$ cat src/rtl/ifetch_queue.sv
// rtl/ifetch_queue.sv - instruction fetch front end with prefetch queue
//
// Walks its own fetch pointer through instruction memory with at most one
// read outstanding, and buffers returned bytes (tagged with their address)
// in a DEPTH-entry queue for the decoder. A jump flushes the queue and
// redirects fetch; a read still in flight is drained and its byte dropped.
//
// Ports:
//   clk, rst_n           clock, asynchronous active-low reset
//   jmp, jmp_addr        one-cycle redirect strobe and target
//   mem_req, mem_addr    read request / address, held until mem_ack
//   mem_ack, mem_data    read completion and returned byte
//   ins_valid/data/addr  queue head towards the decoder
//   ins_ready            decoder accepts the head
//   flush_cnt            bytes discarded by jumps, saturating
//                        (only with IFETCH_FLUSH_CNT_EN defined)
//
// Optional feature macro: IFETCH_FLUSH_CNT_EN
module ifetch_queue #(
  parameter int unsigned DEPTH    = 4,
  parameter logic [15:0] RST_ADDR = 16'h0000
) (
  input  logic        clk,
  input  logic        rst_n,
  input  logic        jmp,
  input  logic [15:0] jmp_addr,
  output logic        mem_req,
  output logic [15:0] mem_addr,
  input  logic        mem_ack,
  input  logic [7:0]  mem_data,
  output logic        ins_valid,
  output logic [7:0]  ins_data,
  output logic [15:0] ins_addr,
  input  logic        ins_ready
`ifdef IFETCH_FLUSH_CNT_EN
  ,
  output logic [15:0] flush_cnt
`endif
);

  localparam int unsigned     AW   = $clog2(DEPTH);
  localparam int unsigned     CW   = AW + 1;
  localparam logic [CW-1:0]   FULL = CW'(DEPTH);

  typedef enum logic {FETCH, DRAIN} state_t;

  state_t         state, state_nx;
  logic [15:0]    fa, fa_nx, addr_nx;
  logic           req_nx;
  logic [CW-1:0]  count, count_nx;
  logic [AW-1:0]  rd_ptr, wr_ptr;
  logic [7:0]     q_data [DEPTH];
  logic [15:0]    q_addr [DEPTH];
  logic           acked, push, pop;

  assign acked     = mem_req & mem_ack;
  assign push      = (state == FETCH) & acked & ~jmp;
  assign pop       = ins_valid & ins_ready & ~jmp;
  assign ins_valid = (count != '0);
  assign ins_data  = q_data[rd_ptr];
  assign ins_addr  = q_addr[rd_ptr];

  always_comb begin
    state_nx = state;
    fa_nx    = fa;
    count_nx = count;
    req_nx   = 1'b0;
    addr_nx  = mem_addr;
    if (jmp) begin
      fa_nx    = jmp_addr;
      count_nx = '0;
      // an unanswered read must still complete before the new stream starts
      state_nx = (mem_req & ~mem_ack) ? DRAIN : FETCH;
    end else begin
      if (push) fa_nx = fa + 16'd1;
      count_nx = count + CW'(push) - CW'(pop);
      if (state == DRAIN && acked) state_nx = FETCH;
    end
    // the request is registered so mem_req/mem_addr never move mid-access
    if (mem_req & ~mem_ack) begin
      req_nx  = 1'b1;
      addr_nx = mem_addr;
    end else begin
      req_nx  = (state_nx == FETCH) && (count_nx < FULL);
      addr_nx = fa_nx;
    end
  end

  always_ff @(posedge clk or negedge rst_n) begin
    if (!rst_n) begin
      state    <= FETCH;
      fa       <= RST_ADDR;
      count    <= '0;
      mem_req  <= 1'b0;
      mem_addr <= RST_ADDR;
      rd_ptr   <= '0;
      wr_ptr   <= '0;
      for (int i = 0; i < int'(DEPTH); i++) begin
        q_data[i] <= '0;
        q_addr[i] <= '0;
      end
    end else begin
      state    <= state_nx;
      fa       <= fa_nx;
      count    <= count_nx;
      mem_req  <= req_nx;
      mem_addr <= addr_nx;
      if (jmp) begin
        rd_ptr <= '0;
        wr_ptr <= '0;
      end else begin
        if (push) begin
          q_data[wr_ptr] <= mem_data;
          q_addr[wr_ptr] <= fa;
          wr_ptr         <= wr_ptr + AW'(1);
        end
        if (pop) rd_ptr <= rd_ptr + AW'(1);
      end
    end
  end

`ifdef IFETCH_FLUSH_CNT_EN
  logic [16:0] flush_sum;

  // discarded bytes: a response that lands on a jump or during a drain,
  // plus every entry still queued when a jump hits
  always_comb begin
    flush_sum = {1'b0, flush_cnt} + 17'(acked & (jmp | (state == DRAIN)));
    if (jmp) flush_sum = flush_sum + 17'(count);
  end

  always_ff @(posedge clk or negedge rst_n) begin
    if (!rst_n) flush_cnt <= '0;
    else        flush_cnt <= flush_sum[16] ? 16'hFFFF : flush_sum[15:0];
  end
`endif

endmodule

$ cat config.mk
export PLATFORM = sky130hd
export DESIGN_NAME = ifetch_queue
export DESIGN_NICKNAME = d
export VERILOG_FILES = /design/src/rtl/ifetch_queue.sv
export SDC_FILE = /design/constraint.sdc
export NUM_CORES = 1
export LEC_CHECK = 0
export CORE_MARGIN = 2
export CORE_UTILIZATION = 40
export CTS_CLUSTER_DIAMETER = 200
export DETAILED_ROUTE_END_ITERATION = 10
export SETUP_SLACK_MARGIN = 0.2
export SYNTH_ARGS = -nofsm -noshare
export SYNTH_HDL_FRONTEND = slang
export SYNTH_SLANG_ARGS = --single-unit
$ cat constraint.sdc
create_clock -name clk -period 2.45 [get_ports clk]
set_input_delay 0.735 -clock clk [delete_from_list [all_inputs] [get_ports clk]]
set_output_delay 0.735 -clock clk [all_outputs]
set_load 0.005 [all_outputs]
; ---- Word-level counts from Yosys, hierarchy flattened
; Index checks and enable logic that the tools add are counted.
[classes]
n_reduce_logical = 7
bitwise_logic = 12
n_mux = 23
add_sub_neg = 5
n_lt_le_gt_ge = 4
[ops]
columns = op, count
row1 = 16-bit 2-to-1 mux, 5
row2 = 64-bit bitwise mux, 1
row3 = 16-bit binary-select mux with 2-bit select, 1
row4 = 32-bit bitwise mux, 1
row5 = 16-bit demux with 2-bit select, 1
row6 = 8-bit 2-to-1 mux, 3
row7 = 16-bit by 1-bit adder with 16-bit output (second input constant), 1
row8 = 8-bit binary-select mux with 2-bit select, 1
row9 = 8-bit demux with 2-bit select, 1
row10 = 2-bit 2-to-1 mux, 4
row11 = 1-bit AND, 6
row12 = 3-bit greater-or-equal comparator (second input constant), 2
row13 = 2-bit inverter with 3-bit output, 2
row14 = 2-bit by 1-bit adder with 2-bit output (second input constant), 2
row15 = 1-bit 2-to-1 mux, 4
row16 = 1-bit inverter, 4
row17 = 2-bit nonzero test, 2
row18 = 3-bit by 1-bit adder with 3-bit output, 1
row19 = 1-bit logical AND, 3
row20 = 3-bit by 1-bit < comparator with 1-bit output (second input constant), 1
row21 = 3-bit < comparator (second input constant), 1
row22 = 3-bit 2-to-1 mux, 1
row23 = 3-bit nonzero test, 1
row24 = 3-bit by 1-bit subtractor with 3-bit output, 1
row25 = 2-bit AND reduction, 1
[word_totals]
output_inout_bits = 42
ff_bits = 137

; ---- Logic depth before layout (Yosys ltp)
[depth]
depth_word = 9
ltp_mapped = 11

; ---- Least setup slack after synthesis
; OpenSTA, ideal clock, no wires.
[synth_timing]
path_type = input-to-reg
startpoint = in jmp
endpoint = reg mem_req
setup_slack_ns = -0.442
setup_ns = 0.143
path_buffers = 3
t_arrival_ns = 2.748
stages = 11
cell_sequence = clkbuf_1 -> clkbuf_1 -> clkbuf_1 -> nor2_1 -> ha_1 -> inv_1 -> ha_1 -> fa_1 -> xnor2_1 -> nor2_1 -> o21ai_0
[synth_between]
elab_chain_cells = 8
word_cells_on_any_way = 11
classes_between = 2 x add/sub / 1 x order compare / 3 x mux / 4 x bitwise / 1 x reduce/logical
[synth_lines]
columns = item, line
row1 = start: declaration, 25  ; input logic jmp,
row2 = 1-bit inverter (no line), -
row3 = 1-bit AND, 57  ; assign push = (state == FETCH) & acked & ~jmp;
row4 = 3-bit by 1-bit adder with 3-bit output, 76  ; count_nx = count + CW'(push) - CW'(pop);
row5 = 3-bit by 1-bit subtractor with 3-bit output, 76
row6 = 3-bit 2-to-1 mux *, 69  ; if (jmp) begin
row7 = via count_nx[2], 50  ; logic [CW-1:0] count, count_nx;
row8 = 3-bit < comparator *, 84  ; req_nx = (state_nx == FETCH) && (count_nx < FULL);
row9 = 1-bit logical AND *, 84
row10 = 1-bit 2-to-1 mux *, 80  ; if (mem_req & ~mem_ack) begin
row11 = via req_nx, 49  ; logic req_nx;
row12 = end signal: assignment, 106  ; mem_req <= req_nx;
row13 = end: declaration, 27  ; output logic mem_req,
; The timed path passes the listed nets; every way through them passes the cells marked *.
; A chain may end at the register's enable or synchronous reset.

; ---- Final worst setup path
[layout_timing]
startpoint = reg rd_ptr[0]
endpoint = out ins_addr[6]
[layout_between]
elab_chain_cells = 4
[layout_lines]
columns = item, line
row1 = start: declaration, 51  ; logic [AW-1:0] rd_ptr, wr_ptr;
row2 = start signal: assignment, 117  ; if (pop) rd_ptr <= rd_ptr + AW'(1);
row3 = 2-bit inverter with 3-bit output (not written as such), 61  ; assign ins_addr = q_addr[rd_ptr];
row4 = 16-bit binary-select mux with 2-bit select, 61
row5 = 16-bit 2-to-1 mux (not written as such) (2 in a row), 61
row6 = end: declaration, 33  ; output logic [15:0] ins_addr,
; No other way between the ends. The select of a mux whose other input is x is not followed.

==> metrics <==
TritonCTS clock tree=yes; Mean Syn Cell Area=14.2 µm²; Synth cell types=35; LEAKAGE=3.69 nW; Initial DRT Pass Iterations=4; post-synthesis sequential area ratio=0.554; post-route antenna net violation count=0; htree depth=4; Core Area=~15000 µm²; Required @ worst endpoint=1710 ps; root buffer cell=clkbuf_16; Rel. slew slack=0.697; post-synth top area cell=dfrtp_1; Worst setup endpoint=ins_addr[6]; DR vias=just under 4k; Synth area leaders=dfrtp_1 55%, mux2_2 19%, mux4_2 8.7%; Main synth FF type=dfrtp_1; Crit Path Category=reg -> out; # setup viols final=19; Yosys warnings=0; vias per cell=5.20; RR Endpoint=mem_req$_DFF_PN0_; area grow syn2layout=29.8%; Avg WL per Cell=between 15 and 20 µm; wirelength, routed=around 13 mm; Initial DRC Count=190; Max VDD drop=0.568 mV; nets=577; register clock-pin slew on the reported worst setup and hold paths=60 ps; clk buf depth=2; Global Route Usage Sum=0.175; R2R setup slack=about 230 ps; n_diodes=0; max_cap viols=0; fmax=0.393 GHz; CP max FO=7; failing checks=negative setup slack; Final period util=1.04; post-route cell area=8030 µm²; Slew Limit Fails=0; IO buf count=70; WL met3=323 µm; minimum clock period=roughly 2500 ps; placed cell areas=7380 µm²; DR top layer=met4; share of layout cells above drive strength 1=0.436; Tot Pwr=8.88 mW; met1 wire length=6.29 mm; I/O pins=around 70; status=finished with violations; Yosys top cell area share=0.554; CP Launch Point=rd_ptr[0]$_DFFE_PN0P_; antenna violations before repair=0; final clock skew=approximately 11 ps; clk_lat worst skew=410 ps; setup ws final=-97.7 ps; Final Hold Fails=0; clk sink count=137; async set or reset register ratio after synthesis=1.00; cells after synthesis=437; CP Launch Type=flop; Post-Syn Area=6190 µm²; worst slew pin tran=between 400 and 500 ps; RSZ-0062 raised after global routing=yes; met2 wire length=~6.7 mm; path depth of the worst reg2reg path=10; DP Wirelength=a little under 9 mm; Worst Setup End Kind=output port; vias in the first global route=4182; Die H=roughly 130 µm; Yosys reg bits=137; Die Area=16500 µm²; largest net degree at the start of global routing=75; RePlAce Congestion=0.755; Post-synth EDFFs=0; CTS Hold Bufs=0; total global routing overflow=0; power density cells=1110 nW/µm²; Arrival @ worst endpoint=1810 ps; DRC=0; first-pass GRT wire length=22.0 mm; DIE WIDTH=128 µm; Syn Nets=around 470; FF-to-FF Start=count[0]$_DFF_PN0_; HP Class=in -> async; cts bufs inserted=17; starting density of the core=0.409; row count=between 40 and 50
worst min-delay path by stage:
stage / cells after the start / start / to
after floorplan: 0 / rst_n / count[0]$_DFF_PN0_
after global placement: 2 / q_addr[55]$_DFFE_PN0P_ / q_addr[55]$_DFFE_PN0P_
after detailed placement: 2 / mem_addr[0]$_DFFE_PN0N_ / mem_addr[0]$_DFFE_PN0N_
after CTS: 1 / rst_n / q_addr[2]$_DFFE_PN0P_
after global routing: 1 / rst_n / q_data[6]$_DFFE_PN0P_
final: 1 / rst_n / q_addr[2]$_DFFE_PN0P_
area by class of cell:
| cell class | instances | area [µm²] |
|---|---|---|
| clock inverters | 12 | 124 |
| flip-flops and latches | 137 | 3430 |
| multi-input cells | 265 | 2650 |
| repair buffers | 112 | 1100 |
| fillers | 1281 | 7110 |
| inverters | 7 | 28.8 |
| clock buffers | 20 | 467 |
| well taps | 188 | 235 |
kinds of logic after synthesis:
group           count (synthesis)  synth area share
compound gates                 26            0.0235
xor+xnor                       19            0.0269
fa+ha+maj                       8            0.0174
buf+inv                        35            0.0224
flops                         137             0.554
mux                           130             0.280
simple gates                   82            0.0758
registers in the layout, summed over array words and instances (netlist names):
register / flops
mem_req: 1
fa: 16
count: 3
state: 1
rd_ptr: 2
mem_addr: 16
q_addr: 64
q_data: 32
wr_ptr: 2
what timing repair did:
| action | CTS | global route |
|---|---|---|
| setup endpoints to repair | 39 | 25 |
| setup buffers | 7 | 3 |
| pin swaps | 2 | 4 |
| gates resized for setup | 108 | 3 |
| cloned | 2 | 0 |
critical path, stage by stage, from the launching register on:
cell and delay [ps]:
dfrtp_2 380, buf_6 110, buf_12 100, buf_12 140, mux4_2 520, buf_2 150
cells in the mapped netlist, types with 7 or more instances:
library cell and count:
ha_1 7, xnor2_1 12, o21ai_0 16, mux2_2 104, xor2_1 7, nand2_1 34, mux4_2 24, nor2_1 8
nand3_1 10, dfrtp_1 137, clkbuf_1 23
metrics by stage:
step | hold WS (ps) | setup TNS [ps] | instances | utilization | worst slack (ps)
after detailed placement | 461 | -5450 | 697 | 0.487 | -390
after CTS | 263 | -1370 | 738 | 0.528 | -93.1
after global routing | 266 | -2240 | 741 | 0.530 | -142
after global placement | 456 | -4750 | 697 | 0.487 | -360
final | 253 | -1070 | 741 | 0.530 | -97.7
after floorplan | 439 | 0 | 437 | - | 36.1
routing by layer:
layer	vias to the layer above	track usage
met1	1997	0.238
met2	65	0.282
li1	1778	-
met4	0	0.0653
met3	11	0.0341
met5	-	0
power by group:
group / switching, mW / internal [mW] / leakage, nW
combinational: 1.05 / 1.85 / 1.64
sequential: 0.444 / 3.01 / 1.76
clock: 0.952 / 1.57 / 0.284
total: 2.45 / 6.43 / 3.69
cells in the final DEF, fill, tap and decap left out, types with 5 or more instances in the layout:
master and count:
a21oi_1 6, and3_1 6, buf_12 12, buf_2 23, buf_4 26, clkbuf_16 17, clkdlybuf4s50_1 41, clkinv_2 5
dfrtp_1 136, ha_1 6, inv_1 6, mux2_2 104, mux4_2 24, nand2_1 33, nand3_1 10, nor2_1 7
o21ai_0 15, xnor2_1 11, xor2_1 7
Power figures use the tool's default switching activity.
